==> config.mk <==
export PLATFORM = sky130hd
export DESIGN_NAME = mem_req_flat
export DESIGN_NICKNAME = d
export VERILOG_FILES = /design/src/rtl/mem_req_if.sv /design/src/rtl/mem_req.sv /design/src/flat_wrapper.sv
export SDC_FILE = /design/constraint.sdc
export NUM_CORES = 1
export LEC_CHECK = 0
export ABC_CLOCK_PERIOD_IN_PS = 8000
export BUFFER_PORTS_ARGS = -buffer_cell sky130_fd_sc_hd__clkbuf_2
export CAP_MARGIN = 20
export CELL_PAD_IN_SITES_DETAIL_PLACEMENT = 0
export CELL_PAD_IN_SITES_GLOBAL_PLACEMENT = 2
export CORE_ASPECT_RATIO = 1.25
export CORE_MARGIN = 2
export CORE_UTILIZATION = 26
export CTS_CLUSTER_DIAMETER = 100
export DETAILED_ROUTE_END_ITERATION = 12
export MAX_ROUTING_LAYER = met4
export PLACE_DENSITY_LB_ADDON = 0.1
export SLEW_MARGIN = 10
export SYNTH_ARGS = -nofsm -noshare
export SYNTH_HDL_FRONTEND = slang
export SYNTH_SLANG_ARGS = --single-unit
==> constraint.sdc <==
create_clock -name clk -period 8 [get_ports clk]
set_clock_uncertainty 0.1 [all_clocks]
set_input_delay 1.6 -clock clk [delete_from_list [all_inputs] [get_ports clk]]
set_output_delay 1.6 -clock clk [all_outputs]
set_load 0.03 [all_outputs]
==> src/rtl/mem_req_if.sv <==
`default_nettype none
// +------------------------------------------------------------------+
// | mem_req_if : EX/RDW pipeline handshake and sram-like data bus    |
// | Revision   : 1.0                                                 |
// +------------------------------------------------------------------+
interface mem_req_if;
   logic        in_valid, in_ready, out_valid, out_ready;
   logic        ex_flush, ertn_flush, RDW_flush, this_flush;
   logic [31:0] PC, alu_result, store_data, exception_maddr;
   logic [7:0]  mem_op;
   logic        res_from_mem, mem_we, gr_we, has_exception, ertn;
   logic [4:0]  dest;
   logic [5:0]  ecode;
   logic [8:0]  esubcode;
   logic        data_req, data_wr, data_addr_ok, data_ok;
   logic [1:0]  data_size;
   logic [3:0]  data_wstrb;
   logic [31:0] data_addr, data_wdata, data_rdata;
   logic        data_ok_out, data_valid_from_MEM;
   logic [31:0] data_from_MEM;
   logic [31:0] PC_out, alu_result_out, exception_maddr_out;
   logic [7:0]  mem_op_out;
   logic        res_from_mem_out, gr_we_out, has_exception_out, ertn_out;
   logic [4:0]  dest_out;
   logic [5:0]  ecode_out;
   logic [8:0]  esubcode_out;

   modport slave (
      input  in_valid, out_ready, ex_flush, ertn_flush, RDW_flush,
             PC, alu_result, store_data, mem_op, res_from_mem, mem_we, gr_we, dest,
             has_exception, ecode, esubcode, exception_maddr, ertn,
             data_addr_ok, data_ok, data_rdata,
      output in_ready, out_valid, this_flush,
             data_req, data_wr, data_size, data_wstrb, data_addr, data_wdata,
             data_ok_out, data_from_MEM, data_valid_from_MEM,
             PC_out, alu_result_out, mem_op_out, res_from_mem_out, gr_we_out, dest_out,
             has_exception_out, ecode_out, esubcode_out, exception_maddr_out, ertn_out
   );

   modport master (
      output in_valid, out_ready, ex_flush, ertn_flush, RDW_flush,
             PC, alu_result, store_data, mem_op, res_from_mem, mem_we, gr_we, dest,
             has_exception, ecode, esubcode, exception_maddr, ertn,
             data_addr_ok, data_ok, data_rdata,
      input  in_ready, out_valid, this_flush,
             data_req, data_wr, data_size, data_wstrb, data_addr, data_wdata,
             data_ok_out, data_from_MEM, data_valid_from_MEM,
             PC_out, alu_result_out, mem_op_out, res_from_mem_out, gr_we_out, dest_out,
             has_exception_out, ecode_out, esubcode_out, exception_maddr_out, ertn_out
   );
endinterface
`default_nettype wire

==> src/rtl/mem_req.sv <==
`default_nettype none
// +------------------------------------------------------------------+
// | mem_req : issues load/store requests, detects ALE, filters beats |
// | Revision: 1.0                                                    |
// +------------------------------------------------------------------+
module mem_req #(
   parameter int MAX_OUTSTANDING = 2
) (
   input  wire logic  clk,
   input  wire logic  rst,
   mem_req_if.slave   bus
);
   localparam int              c_CNT_W   = $clog2(MAX_OUTSTANDING + 1);
   localparam logic [c_CNT_W-1:0] c_MAX_OUT = c_CNT_W'(MAX_OUTSTANDING);
   localparam logic [c_CNT_W-1:0] c_ONE     = c_CNT_W'(1);

   logic               w_is_byte, w_is_half, w_is_word, w_need_mem, w_ale, w_flush;
   logic               w_this_flush, w_data_req, w_hs, w_ready_go, w_adv, w_cap, w_dok_cnt;
   logic [3:0]         w_wstrb;
   logic [c_CNT_W-1:0] w_outst_nxt;

   logic [c_CNT_W-1:0] r_outst, r_discard;
   logic               r_req_sent, r_own_pending, r_buf_valid;
   logic [31:0]        r_buf;

   logic               r_out_valid, r_dvalid, r_res_from_mem, r_gr_we, r_has_exc, r_ertn;
   logic [31:0]        r_dfm, r_pc, r_alu, r_maddr;
   logic [7:0]         r_mem_op;
   logic [4:0]         r_dest;
   logic [5:0]         r_ecode;
   logic [8:0]         r_esubcode;

   assign w_is_byte  = bus.mem_op[0] | bus.mem_op[3] | bus.mem_op[5];
   assign w_is_half  = bus.mem_op[1] | bus.mem_op[4] | bus.mem_op[6];
   assign w_is_word  = bus.mem_op[2] | bus.mem_op[7];
   assign w_need_mem = bus.in_valid && (bus.res_from_mem || bus.mem_we);
   assign w_ale      = w_need_mem && ((w_is_half && bus.alu_result[0]) ||
                                      (w_is_word && (bus.alu_result[1:0] != 2'b00)));
   assign w_flush      = bus.ex_flush || bus.ertn_flush;
   assign w_this_flush = bus.in_valid && (bus.has_exception || w_ale || bus.ertn || bus.RDW_flush);
   assign w_data_req   = w_need_mem && !w_this_flush && !r_req_sent && !w_flush &&
                         (r_discard == '0) && (r_outst < c_MAX_OUT);
   assign w_hs       = w_data_req && bus.data_addr_ok;
   assign w_ready_go = !bus.in_valid || w_this_flush || !w_need_mem || r_req_sent || w_hs;
   assign w_adv      = bus.in_valid && w_ready_go && bus.out_ready;
   // A lone beat with only our request in flight must be ours.
   assign w_cap      = bus.data_ok && (r_discard == '0) && r_own_pending && (r_outst == c_ONE);
   assign w_dok_cnt  = bus.data_ok && (r_outst != '0);

   always_comb begin
      w_wstrb = 4'h0;
      if (bus.mem_op[5])      w_wstrb = 4'b0001 << bus.alu_result[1:0];
      else if (bus.mem_op[6]) w_wstrb = 4'b0011 << bus.alu_result[1:0];
      else if (bus.mem_op[7]) w_wstrb = 4'hF;
   end

   always_comb begin
      w_outst_nxt = r_outst;
      if (w_hs && !w_dok_cnt)      w_outst_nxt = r_outst + c_ONE;
      else if (!w_hs && w_dok_cnt) w_outst_nxt = r_outst - c_ONE;
   end

   assign bus.in_ready    = !rst && (!bus.in_valid || (w_ready_go && bus.out_ready));
   assign bus.this_flush  = w_this_flush;
   assign bus.data_req    = w_data_req;
   assign bus.data_wr     = bus.mem_we;
   assign bus.data_size   = w_is_byte ? 2'd0 : (w_is_half ? 2'd1 : 2'd2);
   assign bus.data_wstrb  = w_wstrb;
   assign bus.data_addr   = bus.alu_result;
   assign bus.data_wdata  = bus.mem_op[5] ? {4{bus.store_data[7:0]}} :
                            bus.mem_op[6] ? {2{bus.store_data[15:0]}} : bus.store_data;
   assign bus.data_ok_out = bus.data_ok && (r_discard == '0) && !w_cap;

   always_ff @(posedge clk or posedge rst) begin
      if (rst) begin
         r_outst       <= '0;
         r_discard     <= '0;
         r_req_sent    <= 1'b0;
         r_own_pending <= 1'b0;
         r_buf_valid   <= 1'b0;
         r_buf         <= 32'h0;
      end else begin
         r_outst <= w_outst_nxt;
         // Everything still in flight after this cycle belongs to flushed work.
         if (w_flush)
            r_discard <= w_outst_nxt;
         else if ((r_discard != '0) && bus.data_ok)
            r_discard <= r_discard - c_ONE;
         if (w_flush || w_adv) begin
            r_req_sent    <= 1'b0;
            r_own_pending <= 1'b0;
            r_buf_valid   <= 1'b0;
            r_buf         <= 32'h0;
         end else begin
            if (w_hs) begin
               r_req_sent    <= 1'b1;
               r_own_pending <= 1'b1;
            end
            if (w_cap) begin
               r_own_pending <= 1'b0;
               r_buf_valid   <= 1'b1;
               r_buf         <= bus.data_rdata;
            end
         end
      end
   end

   always_ff @(posedge clk or posedge rst) begin
      if (rst) begin
         r_out_valid <= 1'b0;  r_dvalid   <= 1'b0;  r_dfm      <= 32'h0;
         r_pc        <= 32'h0; r_alu      <= 32'h0; r_mem_op   <= 8'h0;
         r_res_from_mem <= 1'b0; r_gr_we  <= 1'b0;  r_dest     <= 5'h0;
         r_has_exc   <= 1'b0;  r_ecode    <= 6'h0;  r_esubcode <= 9'h0;
         r_maddr     <= 32'h0; r_ertn     <= 1'b0;
      end else begin
         if (w_adv) begin
            r_pc           <= bus.PC;
            r_alu          <= bus.alu_result;
            r_mem_op       <= bus.mem_op;
            r_res_from_mem <= bus.res_from_mem;
            r_gr_we        <= bus.gr_we;
            r_dest         <= bus.dest;
            r_has_exc      <= bus.has_exception || w_ale;
            r_ecode        <= w_ale ? 6'h09 : bus.ecode;
            r_esubcode     <= w_ale ? 9'h0 : bus.esubcode;
            r_maddr        <= w_ale ? bus.alu_result : bus.exception_maddr;
            r_ertn         <= bus.ertn;
            r_dfm          <= w_cap ? bus.data_rdata : r_buf;
         end
         if (w_flush) begin
            r_out_valid <= 1'b0;
            r_dvalid    <= 1'b0;
         end else if (bus.out_ready) begin
            r_out_valid <= w_adv;
            r_dvalid    <= w_adv && (r_buf_valid || w_cap);
         end
      end
   end

   assign bus.out_valid           = r_out_valid;
   assign bus.data_valid_from_MEM = r_dvalid;
   assign bus.data_from_MEM       = r_dfm;
   assign bus.PC_out              = r_pc;
   assign bus.alu_result_out      = r_alu;
   assign bus.mem_op_out          = r_mem_op;
   assign bus.res_from_mem_out    = r_res_from_mem;
   assign bus.gr_we_out           = r_gr_we;
   assign bus.dest_out            = r_dest;
   assign bus.has_exception_out   = r_has_exc;
   assign bus.ecode_out           = r_ecode;
   assign bus.esubcode_out        = r_esubcode;
   assign bus.exception_maddr_out = r_maddr;
   assign bus.ertn_out            = r_ertn;
endmodule
`default_nettype wire

==> src/flat_wrapper.sv <==
// flat-port wrapper written by rule: the top's interface ports become plain ports
module mem_req_flat 
#(
   parameter int MAX_OUTSTANDING = 2
)
  (clk, rst, bus_in_valid, bus_out_ready, bus_ex_flush, bus_ertn_flush, bus_RDW_flush, bus_PC, bus_alu_result, bus_store_data, bus_mem_op, bus_res_from_mem, bus_mem_we, bus_gr_we, bus_dest, bus_has_exception, bus_ecode, bus_esubcode, bus_exception_maddr, bus_ertn, bus_data_addr_ok, bus_data_ok, bus_data_rdata, bus_in_ready, bus_out_valid, bus_this_flush, bus_data_req, bus_data_wr, bus_data_size, bus_data_wstrb, bus_data_addr, bus_data_wdata, bus_data_ok_out, bus_data_from_MEM, bus_data_valid_from_MEM, bus_PC_out, bus_alu_result_out, bus_mem_op_out, bus_res_from_mem_out, bus_gr_we_out, bus_dest_out, bus_has_exception_out, bus_ecode_out, bus_esubcode_out, bus_exception_maddr_out, bus_ertn_out);
  mem_req_if bus_i ();
  input  wire logic clk;
  input  wire logic rst;
  input wire logic [$bits(bus_i.in_valid)-1:0] bus_in_valid;
  input wire logic [$bits(bus_i.out_ready)-1:0] bus_out_ready;
  input wire logic [$bits(bus_i.ex_flush)-1:0] bus_ex_flush;
  input wire logic [$bits(bus_i.ertn_flush)-1:0] bus_ertn_flush;
  input wire logic [$bits(bus_i.RDW_flush)-1:0] bus_RDW_flush;
  input wire logic [$bits(bus_i.PC)-1:0] bus_PC;
  input wire logic [$bits(bus_i.alu_result)-1:0] bus_alu_result;
  input wire logic [$bits(bus_i.store_data)-1:0] bus_store_data;
  input wire logic [$bits(bus_i.mem_op)-1:0] bus_mem_op;
  input wire logic [$bits(bus_i.res_from_mem)-1:0] bus_res_from_mem;
  input wire logic [$bits(bus_i.mem_we)-1:0] bus_mem_we;
  input wire logic [$bits(bus_i.gr_we)-1:0] bus_gr_we;
  input wire logic [$bits(bus_i.dest)-1:0] bus_dest;
  input wire logic [$bits(bus_i.has_exception)-1:0] bus_has_exception;
  input wire logic [$bits(bus_i.ecode)-1:0] bus_ecode;
  input wire logic [$bits(bus_i.esubcode)-1:0] bus_esubcode;
  input wire logic [$bits(bus_i.exception_maddr)-1:0] bus_exception_maddr;
  input wire logic [$bits(bus_i.ertn)-1:0] bus_ertn;
  input wire logic [$bits(bus_i.data_addr_ok)-1:0] bus_data_addr_ok;
  input wire logic [$bits(bus_i.data_ok)-1:0] bus_data_ok;
  input wire logic [$bits(bus_i.data_rdata)-1:0] bus_data_rdata;
  output wire logic [$bits(bus_i.in_ready)-1:0] bus_in_ready;
  output wire logic [$bits(bus_i.out_valid)-1:0] bus_out_valid;
  output wire logic [$bits(bus_i.this_flush)-1:0] bus_this_flush;
  output wire logic [$bits(bus_i.data_req)-1:0] bus_data_req;
  output wire logic [$bits(bus_i.data_wr)-1:0] bus_data_wr;
  output wire logic [$bits(bus_i.data_size)-1:0] bus_data_size;
  output wire logic [$bits(bus_i.data_wstrb)-1:0] bus_data_wstrb;
  output wire logic [$bits(bus_i.data_addr)-1:0] bus_data_addr;
  output wire logic [$bits(bus_i.data_wdata)-1:0] bus_data_wdata;
  output wire logic [$bits(bus_i.data_ok_out)-1:0] bus_data_ok_out;
  output wire logic [$bits(bus_i.data_from_MEM)-1:0] bus_data_from_MEM;
  output wire logic [$bits(bus_i.data_valid_from_MEM)-1:0] bus_data_valid_from_MEM;
  output wire logic [$bits(bus_i.PC_out)-1:0] bus_PC_out;
  output wire logic [$bits(bus_i.alu_result_out)-1:0] bus_alu_result_out;
  output wire logic [$bits(bus_i.mem_op_out)-1:0] bus_mem_op_out;
  output wire logic [$bits(bus_i.res_from_mem_out)-1:0] bus_res_from_mem_out;
  output wire logic [$bits(bus_i.gr_we_out)-1:0] bus_gr_we_out;
  output wire logic [$bits(bus_i.dest_out)-1:0] bus_dest_out;
  output wire logic [$bits(bus_i.has_exception_out)-1:0] bus_has_exception_out;
  output wire logic [$bits(bus_i.ecode_out)-1:0] bus_ecode_out;
  output wire logic [$bits(bus_i.esubcode_out)-1:0] bus_esubcode_out;
  output wire logic [$bits(bus_i.exception_maddr_out)-1:0] bus_exception_maddr_out;
  output wire logic [$bits(bus_i.ertn_out)-1:0] bus_ertn_out;
  assign bus_i.in_valid = bus_in_valid;
  assign bus_i.out_ready = bus_out_ready;
  assign bus_i.ex_flush = bus_ex_flush;
  assign bus_i.ertn_flush = bus_ertn_flush;
  assign bus_i.RDW_flush = bus_RDW_flush;
  assign bus_i.PC = bus_PC;
  assign bus_i.alu_result = bus_alu_result;
  assign bus_i.store_data = bus_store_data;
  assign bus_i.mem_op = bus_mem_op;
  assign bus_i.res_from_mem = bus_res_from_mem;
  assign bus_i.mem_we = bus_mem_we;
  assign bus_i.gr_we = bus_gr_we;
  assign bus_i.dest = bus_dest;
  assign bus_i.has_exception = bus_has_exception;
  assign bus_i.ecode = bus_ecode;
  assign bus_i.esubcode = bus_esubcode;
  assign bus_i.exception_maddr = bus_exception_maddr;
  assign bus_i.ertn = bus_ertn;
  assign bus_i.data_addr_ok = bus_data_addr_ok;
  assign bus_i.data_ok = bus_data_ok;
  assign bus_i.data_rdata = bus_data_rdata;
  assign bus_in_ready = bus_i.in_ready;
  assign bus_out_valid = bus_i.out_valid;
  assign bus_this_flush = bus_i.this_flush;
  assign bus_data_req = bus_i.data_req;
  assign bus_data_wr = bus_i.data_wr;
  assign bus_data_size = bus_i.data_size;
  assign bus_data_wstrb = bus_i.data_wstrb;
  assign bus_data_addr = bus_i.data_addr;
  assign bus_data_wdata = bus_i.data_wdata;
  assign bus_data_ok_out = bus_i.data_ok_out;
  assign bus_data_from_MEM = bus_i.data_from_MEM;
  assign bus_data_valid_from_MEM = bus_i.data_valid_from_MEM;
  assign bus_PC_out = bus_i.PC_out;
  assign bus_alu_result_out = bus_i.alu_result_out;
  assign bus_mem_op_out = bus_i.mem_op_out;
  assign bus_res_from_mem_out = bus_i.res_from_mem_out;
  assign bus_gr_we_out = bus_i.gr_we_out;
  assign bus_dest_out = bus_i.dest_out;
  assign bus_has_exception_out = bus_i.has_exception_out;
  assign bus_ecode_out = bus_i.ecode_out;
  assign bus_esubcode_out = bus_i.esubcode_out;
  assign bus_exception_maddr_out = bus_i.exception_maddr_out;
  assign bus_ertn_out = bus_i.ertn_out;
  mem_req #(.MAX_OUTSTANDING(MAX_OUTSTANDING)) u_core (.clk(clk), .rst(rst), .bus(bus_i));
endmodule
==> results of run 1 <==
## synth_stat cells, types with 2 or more instances
| library cell | instances | share of area (%) |
|---|---|---|
| sky130_fd_sc_hd__a21oi_1 | 9 | 0.51 |
| sky130_fd_sc_hd__a31oi_1 | 32 | 2.3 |
| sky130_fd_sc_hd__buf_2 | 22 | 1.2 |
| sky130_fd_sc_hd__buf_4 | 50 | 4.2 |
| sky130_fd_sc_hd__buf_6 | 4 | 0.51 |
| sky130_fd_sc_hd__clkbuf_1 | 20 | 0.85 |
| sky130_fd_sc_hd__dfrtp_1 | 201 | 57 |
| sky130_fd_sc_hd__ha_1 | 7 | 0.99 |
| sky130_fd_sc_hd__inv_1 | 18 | 0.76 |
| sky130_fd_sc_hd__mux2_2 | 9 | 1.1 |
| sky130_fd_sc_hd__mux2i_1 | 40 | 4.5 |
| sky130_fd_sc_hd__nand2_1 | 380 | 16 |
| sky130_fd_sc_hd__nand2b_1 | 2 | 0.14 |
| sky130_fd_sc_hd__nand3_1 | 13 | 0.73 |
| sky130_fd_sc_hd__nand4_1 | 2 | 0.14 |
| sky130_fd_sc_hd__nor2_1 | 74 | 3.1 |
| sky130_fd_sc_hd__nor3_1 | 2 | 0.11 |
| sky130_fd_sc_hd__nor4_1 | 2 | 0.14 |
| sky130_fd_sc_hd__o21a_1 | 2 | 0.17 |
| sky130_fd_sc_hd__o21ai_0 | 63 | 3.6 |
| sky130_fd_sc_hd__o22ai_1 | 2 | 0.14 |
| sky130_fd_sc_hd__xnor2_1 | 3 | 0.30 |
## registers in the layout, indices dropped and copies added (netlist names), 2 cells and up
name and flops:
u_core.bus.PC_out 32, u_core.bus.alu_result_out 32, u_core.bus.data_from_MEM 32, u_core.bus.dest_out 5
u_core.bus.ecode_out 6, u_core.bus.esubcode_out 9, u_core.bus.exception_maddr_out 32, u_core.bus.mem_op_out 8
u_core.r_buf 32, u_core.r_discard 2, u_core.r_outst 2
## worst reg2reg max path, delay by kind of cell (launching register included)
family	cells	cell delay, ns
AOI/OAI and AO/OA	2	0.78
adders and majority gates	1	0.25
buffers and inverters	2	0.71
DFF	1	0.39
and+or+nand+nor	2	0.44
## metal layers
layer	share of wire [%]	wire, µm	up-vias
li1	-	-	3832
met2	50	15400	275
met3	7.0	2130	34
met1	41	12400	3601
met4	1.8	561	0
met5	0	0	-
## cell families (layout without fill, tap and decap cells)
logic type	count (synthesis)	after routing
AOI/OAI and AO/OA	114	114
xor gates and xnor gates	3	3
adders and majority gates	7	7
buffers and inverters	114	507
DFF	201	201
muxes	49	49
other	0	1
and+or+nand+nor	481	481
## worst min path at each step
| stage | start | slack (ns) | cells past startpoint | to |
|---|---|---|---|---|
| floorplan | u_core.r_req_sent | 0.37 | 2 | u_core.r_req_sent |
| global placement | u_core.bus.ecode_out[4] | 0.35 | 2 | u_core.bus.ecode_out[4] |
| detailed placement | u_core.bus.esubcode_out[1] | 0.36 | 2 | u_core.bus.esubcode_out[1] |
| CTS | u_core.bus.esubcode_out[1] | 0.37 | 2 | u_core.bus.esubcode_out[1] |
| global route | u_core.bus.ecode_out[3] | 0.38 | 2 | u_core.bus.ecode_out[3] |
| finish | u_core.bus.ecode_out[3] | 0.36 | 2 | u_core.bus.ecode_out[3] |
## final cells by class
cell class / count / area (µm²) / area share [%]
Clock inverter: 7 / 67.6 / 0.569
Timing Repair Buffer: 445 / 2260 / 19.0
Clock buffer: 37 / 741 / 6.24
Multi-Input combinational cell: 654 / 3160 / 26.7
Inverter: 18 / 75.1 / 0.633
Tap cell: 423 / 529 / 4.46
Sequential cell: 201 / 5030 / 42.4
Antenna cell: 1 / 2.50 / 0.0211
## power by group
part	internal (mW)	leakage, nW	total (mW)	switching, mW
Sequential	1.12	2.56	1.17	0.0545
Combinational	0.199	3.69	0.684	0.486
Clock	0.670	0.403	1.12	0.448
==> flow_results.xml, run 1 <==
<?xml version="1.0" encoding="UTF-8"?>
<metrics>
  <group name="finish">
    <metric name="n_fill_cell" unit="">3673</metric>
    <metric name="most-common-layout-cells" unit="">sky130_fd_sc_hd__clkbuf_2 (438), sky130_fd_sc_hd__nand2_1 (379), sky130_fd_sc_hd__dfrtp_1 (201)</metric>
    <metric name="mostFrequentLayoutCell" unit="">sky130_fd_sc_hd__clkbuf_2</metric>
    <metric name="flow.area_growth_from_synthesis" unit="%">34.0</metric>
    <metric name="fin_area" unit="µm²">11900</metric>
    <metric name="final_layout_size_suffix_gt1_share" unit="%">36.9</metric>
    <metric name="postLayoutCoreUtil" unit="%">35.3</metric>
    <metric name="design.final.nets" unit="">1554</metric>
    <metric name="instances_no_fill" unit="">1786</metric>
  </group>
  <group name="global_route">
    <metric name="grt_max_degree" unit="">132</metric>
    <metric name="grtUsageMet3" unit="%">4.28</metric>
    <metric name="global_routing_met2_resource_utilization" unit="%">29.0</metric>
    <metric name="first_global_vias" unit="">7530</metric>
    <metric name="grt_usage" unit="%">16.9</metric>
    <metric name="grt_max_usage_layer" unit="">met2</metric>
    <metric name="number_of_antenna_violations_at_the_first_check_in_global_routing" unit="">1</metric>
    <metric name="grt_overflow_total" unit="">0</metric>
    <metric name="first_pass_grt_wire_length" unit="µm">45000</metric>
    <metric name="use_met1" unit="%">19.9</metric>
  </group>
  <group name="synth">
    <metric name="synth_fa_ha_area_share" unit="%">0.989</metric>
    <metric name="synthSimpleGateAreaFrac" unit="%">21.0</metric>
    <metric name="number_of_enable_flip_flop_cells_after_synthesis" unit="">0</metric>
    <metric name="ys_flop_type" unit="">sky130_fd_sc_hd__dfrtp_1</metric>
    <metric name="count_of_unique_library_cells_instantiated_by_yosys" unit="">34</metric>
    <metric name="synth-warning-count" unit="">0</metric>
    <metric name="postSynthNetCount" unit="">1178</metric>
    <metric name="area_share_of_xor_xnor_cells_in_the_synthesized_design" unit="%">0.297</metric>
    <metric name="yosys-mux-area-fraction" unit="%">5.67</metric>
    <metric name="mean_post_synth_cell_area" unit="µm²">9.14</metric>
    <metric name="netlist_area" unit="µm²">8850</metric>
    <metric name="ys_seq_elements" unit="">201</metric>
    <metric name="async_reset_ff_share" unit="%">100</metric>
    <metric name="cells_after_synth" unit="">969</metric>
    <metric name="synth_sequential_area_ratio" unit="%">56.8</metric>
    <metric name="synth_compound_gate_area_share" unit="%">7.64</metric>
    <metric name="dominant_combinational_cell_family_by_area_after_synthesis" unit="">simple AND/OR/NAND/NOR gates</metric>
  </group>
  <group name="route">
    <metric name="route.vias.total" unit="">7742</metric>
    <metric name="first_pass_iters" unit="">4</metric>
    <metric name="drt.antenna.violating_nets" unit="">0</metric>
    <metric name="drtIter0Drc" unit="">407</metric>
    <metric name="drt_wl_total" unit="µm">30400</metric>
    <metric name="wl_per_cell" unit="µm">17.0</metric>
    <metric name="detail_route.vias_per_cell" unit="">4.33</metric>
    <metric name="detail_route.drc_violations" unit="">0</metric>
  </group>
  <group name="worst_setup_path">
    <metric name="timing.critical_path.from_type" unit="">input port</metric>
    <metric name="cp_launch_point" unit="">bus_alu_result[0]</metric>
    <metric name="depth_of_the_worst_register_to_register_path" unit="">7</metric>
    <metric name="crit_slowest_cell" unit="">sky130_fd_sc_hd__and2_2</metric>
    <metric name="reg2reg_slack" unit="ns">5.26</metric>
    <metric name="setup.worst_path.end_class" unit="">output port</metric>
    <metric name="worstPathMaxFanout" unit="">36</metric>
    <metric name="timing.critical_path.arrival" unit="ns">3.60</metric>
    <metric name="path_type_of_the_worst_setup_path" unit="">input port to output port</metric>
    <metric name="cpMostUsedCell" unit="">sky130_fd_sc_hd__clkbuf_2</metric>
    <metric name="r2r_path_start" unit="">u_core.r_discard[0]</metric>
    <metric name="cp_num_cells" unit="">7</metric>
    <metric name="worst-endpoint-required" unit="ns">6.30</metric>
    <metric name="critical-path-top-delay-family" unit="">simple AND/OR/NAND/NOR gates</metric>
    <metric name="cp_slowest_stage_delay" unit="ns">0.73</metric>
    <metric name="timing.critical_path.buf_inv" unit="">3</metric>
    <metric name="critical_path_end" unit="">bus_this_flush</metric>
    <metric name="critical_path.cell_chain" unit="">clkbuf_2, inv_1, ha_1, o21ai_0, and2_2, o41a_1, clkbuf_2</metric>
    <metric name="r2r-end" unit="">u_core.bus.has_exception_out</metric>
  </group>
  <group name="placed_design">
    <metric name="post_dp_cell_area" unit="µm²">11000</metric>
    <metric name="dp_hpwl" unit="µm">21700</metric>
    <metric name="dpl_worst_slack" unit="ns">2.60</metric>
    <metric name="placedCellCount" unit="">1740</metric>
    <metric name="place_congestion" unit="">0.757</metric>
    <metric name="placement.io_buffers" unit="">438</metric>
  </group>
  <group name="sta">
    <metric name="slew_viol_final" unit="">0</metric>
    <metric name="worst_slack" unit="ns">2.70</metric>
    <metric name="timing.max_slew.rel_slack" unit="%">36.2</metric>
    <metric name="max_freq" unit="GHz">0.189</metric>
    <metric name="setup_viol_count_final" unit="">0</metric>
    <metric name="hold_viol_final" unit="">0</metric>
    <metric name="timing.final.crit_period" unit="ns">5.30</metric>
    <metric name="rsz_0062_raised_after_global_routing" unit="">no</metric>
    <metric name="finalSetupTns" unit="ns">0</metric>
    <metric name="timing.final.crit_share" unit="%">66.2</metric>
    <metric name="fin_worst_hold_slack" unit="ns">0.364</metric>
    <metric name="worstMarginPinSlew" unit="ns">0.957</metric>
  </group>
  <group name="die">
    <metric name="coreArea" unit="µm²">33600</metric>
    <metric name="initial_utilization" unit="%">26.4</metric>
    <metric name="die-area" unit="µm²">35600</metric>
    <metric name="die_width" unit="µm">169</metric>
    <metric name="std_cell_rows" unit="">75</metric>
    <metric name="die-height" unit="µm">210</metric>
    <metric name="io-pin-count" unit="">439</metric>
  </group>
  <group name="clock_tree">
    <metric name="postCtsSetupRepairBufs" unit="">0</metric>
    <metric name="clk_root_buffer_cell" unit="">sky130_fd_sc_hd__clkbuf_16</metric>
    <metric name="post_cts_resized" unit="">0</metric>
    <metric name="cts_tree" unit="">done</metric>
    <metric name="clk-insertion-delay-late" unit="ns">0.52</metric>
    <metric name="numClockSinks" unit="">201</metric>
    <metric name="tritoncts.num_buffers" unit="">25</metric>
    <metric name="h-tree-depth" unit="">1</metric>
    <metric name="cts_buffer_depth" unit="">3</metric>
    <metric name="clkTransAtPathRegs" unit="ns">0.06</metric>
    <metric name="cts_hold_buf" unit="">0</metric>
  </group>
  <group name="run_status">
    <metric name="run_status" unit="">finished clean</metric>
  </group>
  <group name="pwr">
    <metric name="leakage" unit="nW">6.66</metric>
    <metric name="power.total" unit="mW">2.97</metric>
    <metric name="power_per_cell_area" unit="nW/µm²">251</metric>
    <metric name="vdd_ir_drop_max" unit="V">0.000135</metric>
  </group>
  <group name="worst_hold_path">
    <metric name="min_path_type" unit="">register to register</metric>
  </group>
  <group name="job">
    <metric name="max_cap_violations" unit="">0</metric>
  </group>
</metrics>
Power figures use the tool's default switching activity.
==> run 2, diff against run 1 <==
--- a/config.mk
+++ b/config.mk
@@ -5,7 +5,7 @@
 export SDC_FILE = /design/constraint.sdc
 export NUM_CORES = 1
 export LEC_CHECK = 0
-export ABC_CLOCK_PERIOD_IN_PS = 8000
+export ABC_CLOCK_PERIOD_IN_PS = 5000
 export BUFFER_PORTS_ARGS = -buffer_cell sky130_fd_sc_hd__clkbuf_2
 export CAP_MARGIN = 20
 export CELL_PAD_IN_SITES_DETAIL_PLACEMENT = 0
==> constraint.sdc (replaced) <==
create_clock -name clk -period 5 [get_ports clk]
set_clock_uncertainty 0.1 [all_clocks]
set_input_delay 1 -clock clk [delete_from_list [all_inputs] [get_ports clk]]
set_output_delay 1 -clock clk [all_outputs]
set_load 0.03 [all_outputs]
==> flow_results.xml, run 2 (same netlist as run 1, synthesis figures left out) <==
<?xml version="1.0" encoding="UTF-8"?>
<metrics>
  <group name="run_status">
    <metric name="run_status" unit="">finished clean</metric>
  </group>
  <group name="route">
    <metric name="drtIter0Drc" unit="">424</metric>
    <metric name="detail_route.drc_violations" unit="">0</metric>
    <metric name="first_pass_iters" unit="">4</metric>
    <metric name="detail_route.vias_per_cell" unit="">4.35</metric>
    <metric name="drt_wl_total" unit="µm">30400</metric>
    <metric name="drt.antenna.violating_nets" unit="">0</metric>
    <metric name="wl_per_cell" unit="µm">17.0</metric>
    <metric name="route.vias.total" unit="">7769</metric>
  </group>
  <group name="pwr">
    <metric name="p_sw_share" unit="%">33.0</metric>
    <metric name="netSwitchingPower" unit="mW">1.55</metric>
    <metric name="power_per_cell_area" unit="nW/µm²">395</metric>
    <metric name="power_frac_clock" unit="%">36.7</metric>
    <metric name="vdd_ir_drop_max" unit="V">0.000205</metric>
    <metric name="pwr-share-comb" unit="%">23.5</metric>
    <metric name="leakage" unit="nW">6.65</metric>
    <metric name="internal-power" unit="mW">3.14</metric>
    <metric name="seqPwrFrac" unit="%">39.8</metric>
  </group>
  <group name="sta">
    <metric name="worst_slack" unit="ns">1.35</metric>
    <metric name="rsz_0062_raised_after_global_routing" unit="">no</metric>
    <metric name="slew_viol_final" unit="">0</metric>
    <metric name="timing.final.crit_period" unit="ns">3.65</metric>
    <metric name="timing.final.crit_share" unit="%">73.0</metric>
    <metric name="finalSetupTns" unit="ns">0</metric>
    <metric name="max_freq" unit="GHz">0.274</metric>
    <metric name="hold_viol_final" unit="">0</metric>
    <metric name="setup_viol_count_final" unit="">0</metric>
    <metric name="timing.max_slew.rel_slack" unit="%">46.4</metric>
    <metric name="worstMarginPinSlew" unit="ns">0.804</metric>
  </group>
  <group name="finish">
    <metric name="instances_no_fill" unit="">1784</metric>
    <metric name="fin_area" unit="µm²">11900</metric>
    <metric name="design.final.nets" unit="">1555</metric>
    <metric name="antenna_cells" unit="">0</metric>
    <metric name="flow.area_growth_from_synthesis" unit="%">34.2</metric>
    <metric name="n_fill_cell" unit="">3613</metric>
    <metric name="most-common-layout-cells" unit="">sky130_fd_sc_hd__clkbuf_2 (438), sky130_fd_sc_hd__nand2_1 (379), sky130_fd_sc_hd__dfrtp_1 (201)</metric>
    <metric name="final_layout_size_suffix_gt1_share" unit="%">36.8</metric>
    <metric name="mostFrequentLayoutCell" unit="">sky130_fd_sc_hd__clkbuf_2</metric>
  </group>
  <group name="global_route">
    <metric name="grt_usage" unit="%">17.2</metric>
    <metric name="first_global_vias" unit="">7639</metric>
    <metric name="global_routing_met2_resource_utilization" unit="%">28.9</metric>
    <metric name="first_pass_grt_wire_length" unit="µm">45900</metric>
    <metric name="grt_overflow_total" unit="">0</metric>
    <metric name="number_of_antenna_violations_at_the_first_check_in_global_routing" unit="">0</metric>
    <metric name="grt_max_usage_layer" unit="">met2</metric>
    <metric name="grt_max_degree" unit="">163</metric>
    <metric name="use_met1" unit="%">20.5</metric>
    <metric name="grtUsageMet3" unit="%">4.71</metric>
  </group>
  <group name="clock_tree">
    <metric name="cts_buffer_depth" unit="">3</metric>
    <metric name="tritoncts.num_buffers" unit="">23</metric>
    <metric name="h-tree-depth" unit="">1</metric>
    <metric name="post_cts_resized" unit="">0</metric>
    <metric name="numClockSinks" unit="">201</metric>
    <metric name="cts_hold_buf" unit="">0</metric>
    <metric name="clkTransAtPathRegs" unit="ns">0.06</metric>
    <metric name="clk_root_buffer_cell" unit="">sky130_fd_sc_hd__clkbuf_16</metric>
    <metric name="cts_tree" unit="">done</metric>
    <metric name="postCtsSetupRepairBufs" unit="">0</metric>
    <metric name="clk-insertion-delay-late" unit="ns">0.51</metric>
  </group>
  <group name="placed_design">
    <metric name="post_dp_cell_area" unit="µm²">11100</metric>
    <metric name="place_congestion" unit="">0.744</metric>
    <metric name="dp_hpwl" unit="µm">21300</metric>
    <metric name="dpl_worst_slack" unit="ns">1.33</metric>
    <metric name="placement.io_buffers" unit="">438</metric>
    <metric name="placedCellCount" unit="">1744</metric>
  </group>
  <group name="worst_setup_path">
    <metric name="worstPathMaxFanout" unit="">17</metric>
    <metric name="critical-path-top-delay-family" unit="">compound AO/OA/AOI/OAI gates</metric>
    <metric name="timing.critical_path.arrival" unit="ns">2.55</metric>
    <metric name="worst-endpoint-required" unit="ns">3.90</metric>
    <metric name="path_type_of_the_worst_setup_path" unit="">input port to output port</metric>
    <metric name="crit_slowest_cell" unit="">sky130_fd_sc_hd__o31ai_4</metric>
    <metric name="timing.critical_path.from_type" unit="">input port</metric>
    <metric name="cp_slowest_stage_delay" unit="ns">0.35</metric>
    <metric name="setup.worst_path.end_class" unit="">output port</metric>
    <metric name="timing.critical_path.buf_inv" unit="">2</metric>
    <metric name="critical_path.cell_chain" unit="">clkbuf_2, o31ai_4, o21ai_0, and2_2, o41a_1, clkbuf_2</metric>
    <metric name="cpMostUsedCell" unit="">sky130_fd_sc_hd__clkbuf_2</metric>
  </group>
  <group name="die">
    <metric name="die-area" unit="µm²">35600</metric>
    <metric name="io-pin-count" unit="">439</metric>
    <metric name="coreArea" unit="µm²">33600</metric>
    <metric name="die_width" unit="µm">169</metric>
    <metric name="die-height" unit="µm">210</metric>
    <metric name="std_cell_rows" unit="">75</metric>
    <metric name="initial_utilization" unit="%">26.4</metric>
  </group>
  <group name="job">
    <metric name="max_cap_violations" unit="">0</metric>
  </group>
  <group name="worst_hold_path">
    <metric name="min_path_type" unit="">register to register</metric>
  </group>
</metrics>
==> run 2: final cells by class <==
cell class / instances / area [µm²] / area share [%]
timing repair buffer: 448 / 2330 / 19.6
clock inverter: 6 / 82.6 / 0.695
inverter: 18 / 71.3 / 0.600
clock buffer: 34 / 677 / 5.70
sequential: 201 / 5030 / 42.3
multi-input combinational: 654 / 3160 / 26.6
tap: 423 / 529 / 4.45
==> run 2: tightest hold or removal path: stages (launching register included) <==
cell and delay [ns]:
sky130_fd_sc_hd__dfrtp_1 0.34, sky130_fd_sc_hd__nand2_1 0.05, sky130_fd_sc_hd__nand2_1 0.05
==> run 2: path summary, 6_finish.rpt <==
check,start,to,slack (ns),depth (start not counted)
worst max-delay path,bus_mem_op[6],bus_this_flush,1.35,6
worst min-delay path,u_core.bus.ecode_out[1],u_core.bus.ecode_out[1],0.36,2
worst max register to register,u_core.r_discard[0],u_core.bus.exception_maddr_out[8],2.51,7
worst min register to register,u_core.bus.ecode_out[1],u_core.bus.ecode_out[1],0.36,2
max in group asynchronous,rst,u_core.bus.PC_out[21],3.43,3
min in group asynchronous,rst,u_core.bus.gr_we_out,0.39,2
==> run 2: per-stage QoR <==
| stage | util (%) | hold slack (ns) | power [mW] |
|---|---|---|---|
| detailed placement | 33.1 | 0.357 | 3.03 |
| finish | 35.4 | 0.363 | 4.70 |
| CTS | 35.4 | 0.369 | 4.80 |
| global route | 35.4 | 0.387 | 4.96 |
| global placement | 33.1 | 0.348 | 3.03 |
| floorplan | - | 0.368 | 2.63 |
==> run 2: per-layer routing <==
layer | wire [µm] | part of all wire (%) | vias to the layer above
met3 | 2350 | 7.7 | 35
met1 | 12300 | 40 | 3635
met4 | 546 | 1.8 | 0
li1 | - | - | 3825
met5 | 0 | 0 | -
met2 | 15200 | 50 | 274
==> run 2: power by group through the flow <==
stage | Combinational, mW | Sequential (mW) | Clock [mW]
after global routing | 1.20 | 1.89 | 1.86
final | 1.10 | 1.87 | 1.72
after floorplan | 0.447 | 2.18 | 0
after CTS | 1.13 | 1.87 | 1.80
after global placement | 1.13 | 1.90 | 0
after detailed placement | 1.13 | 1.90 | 0
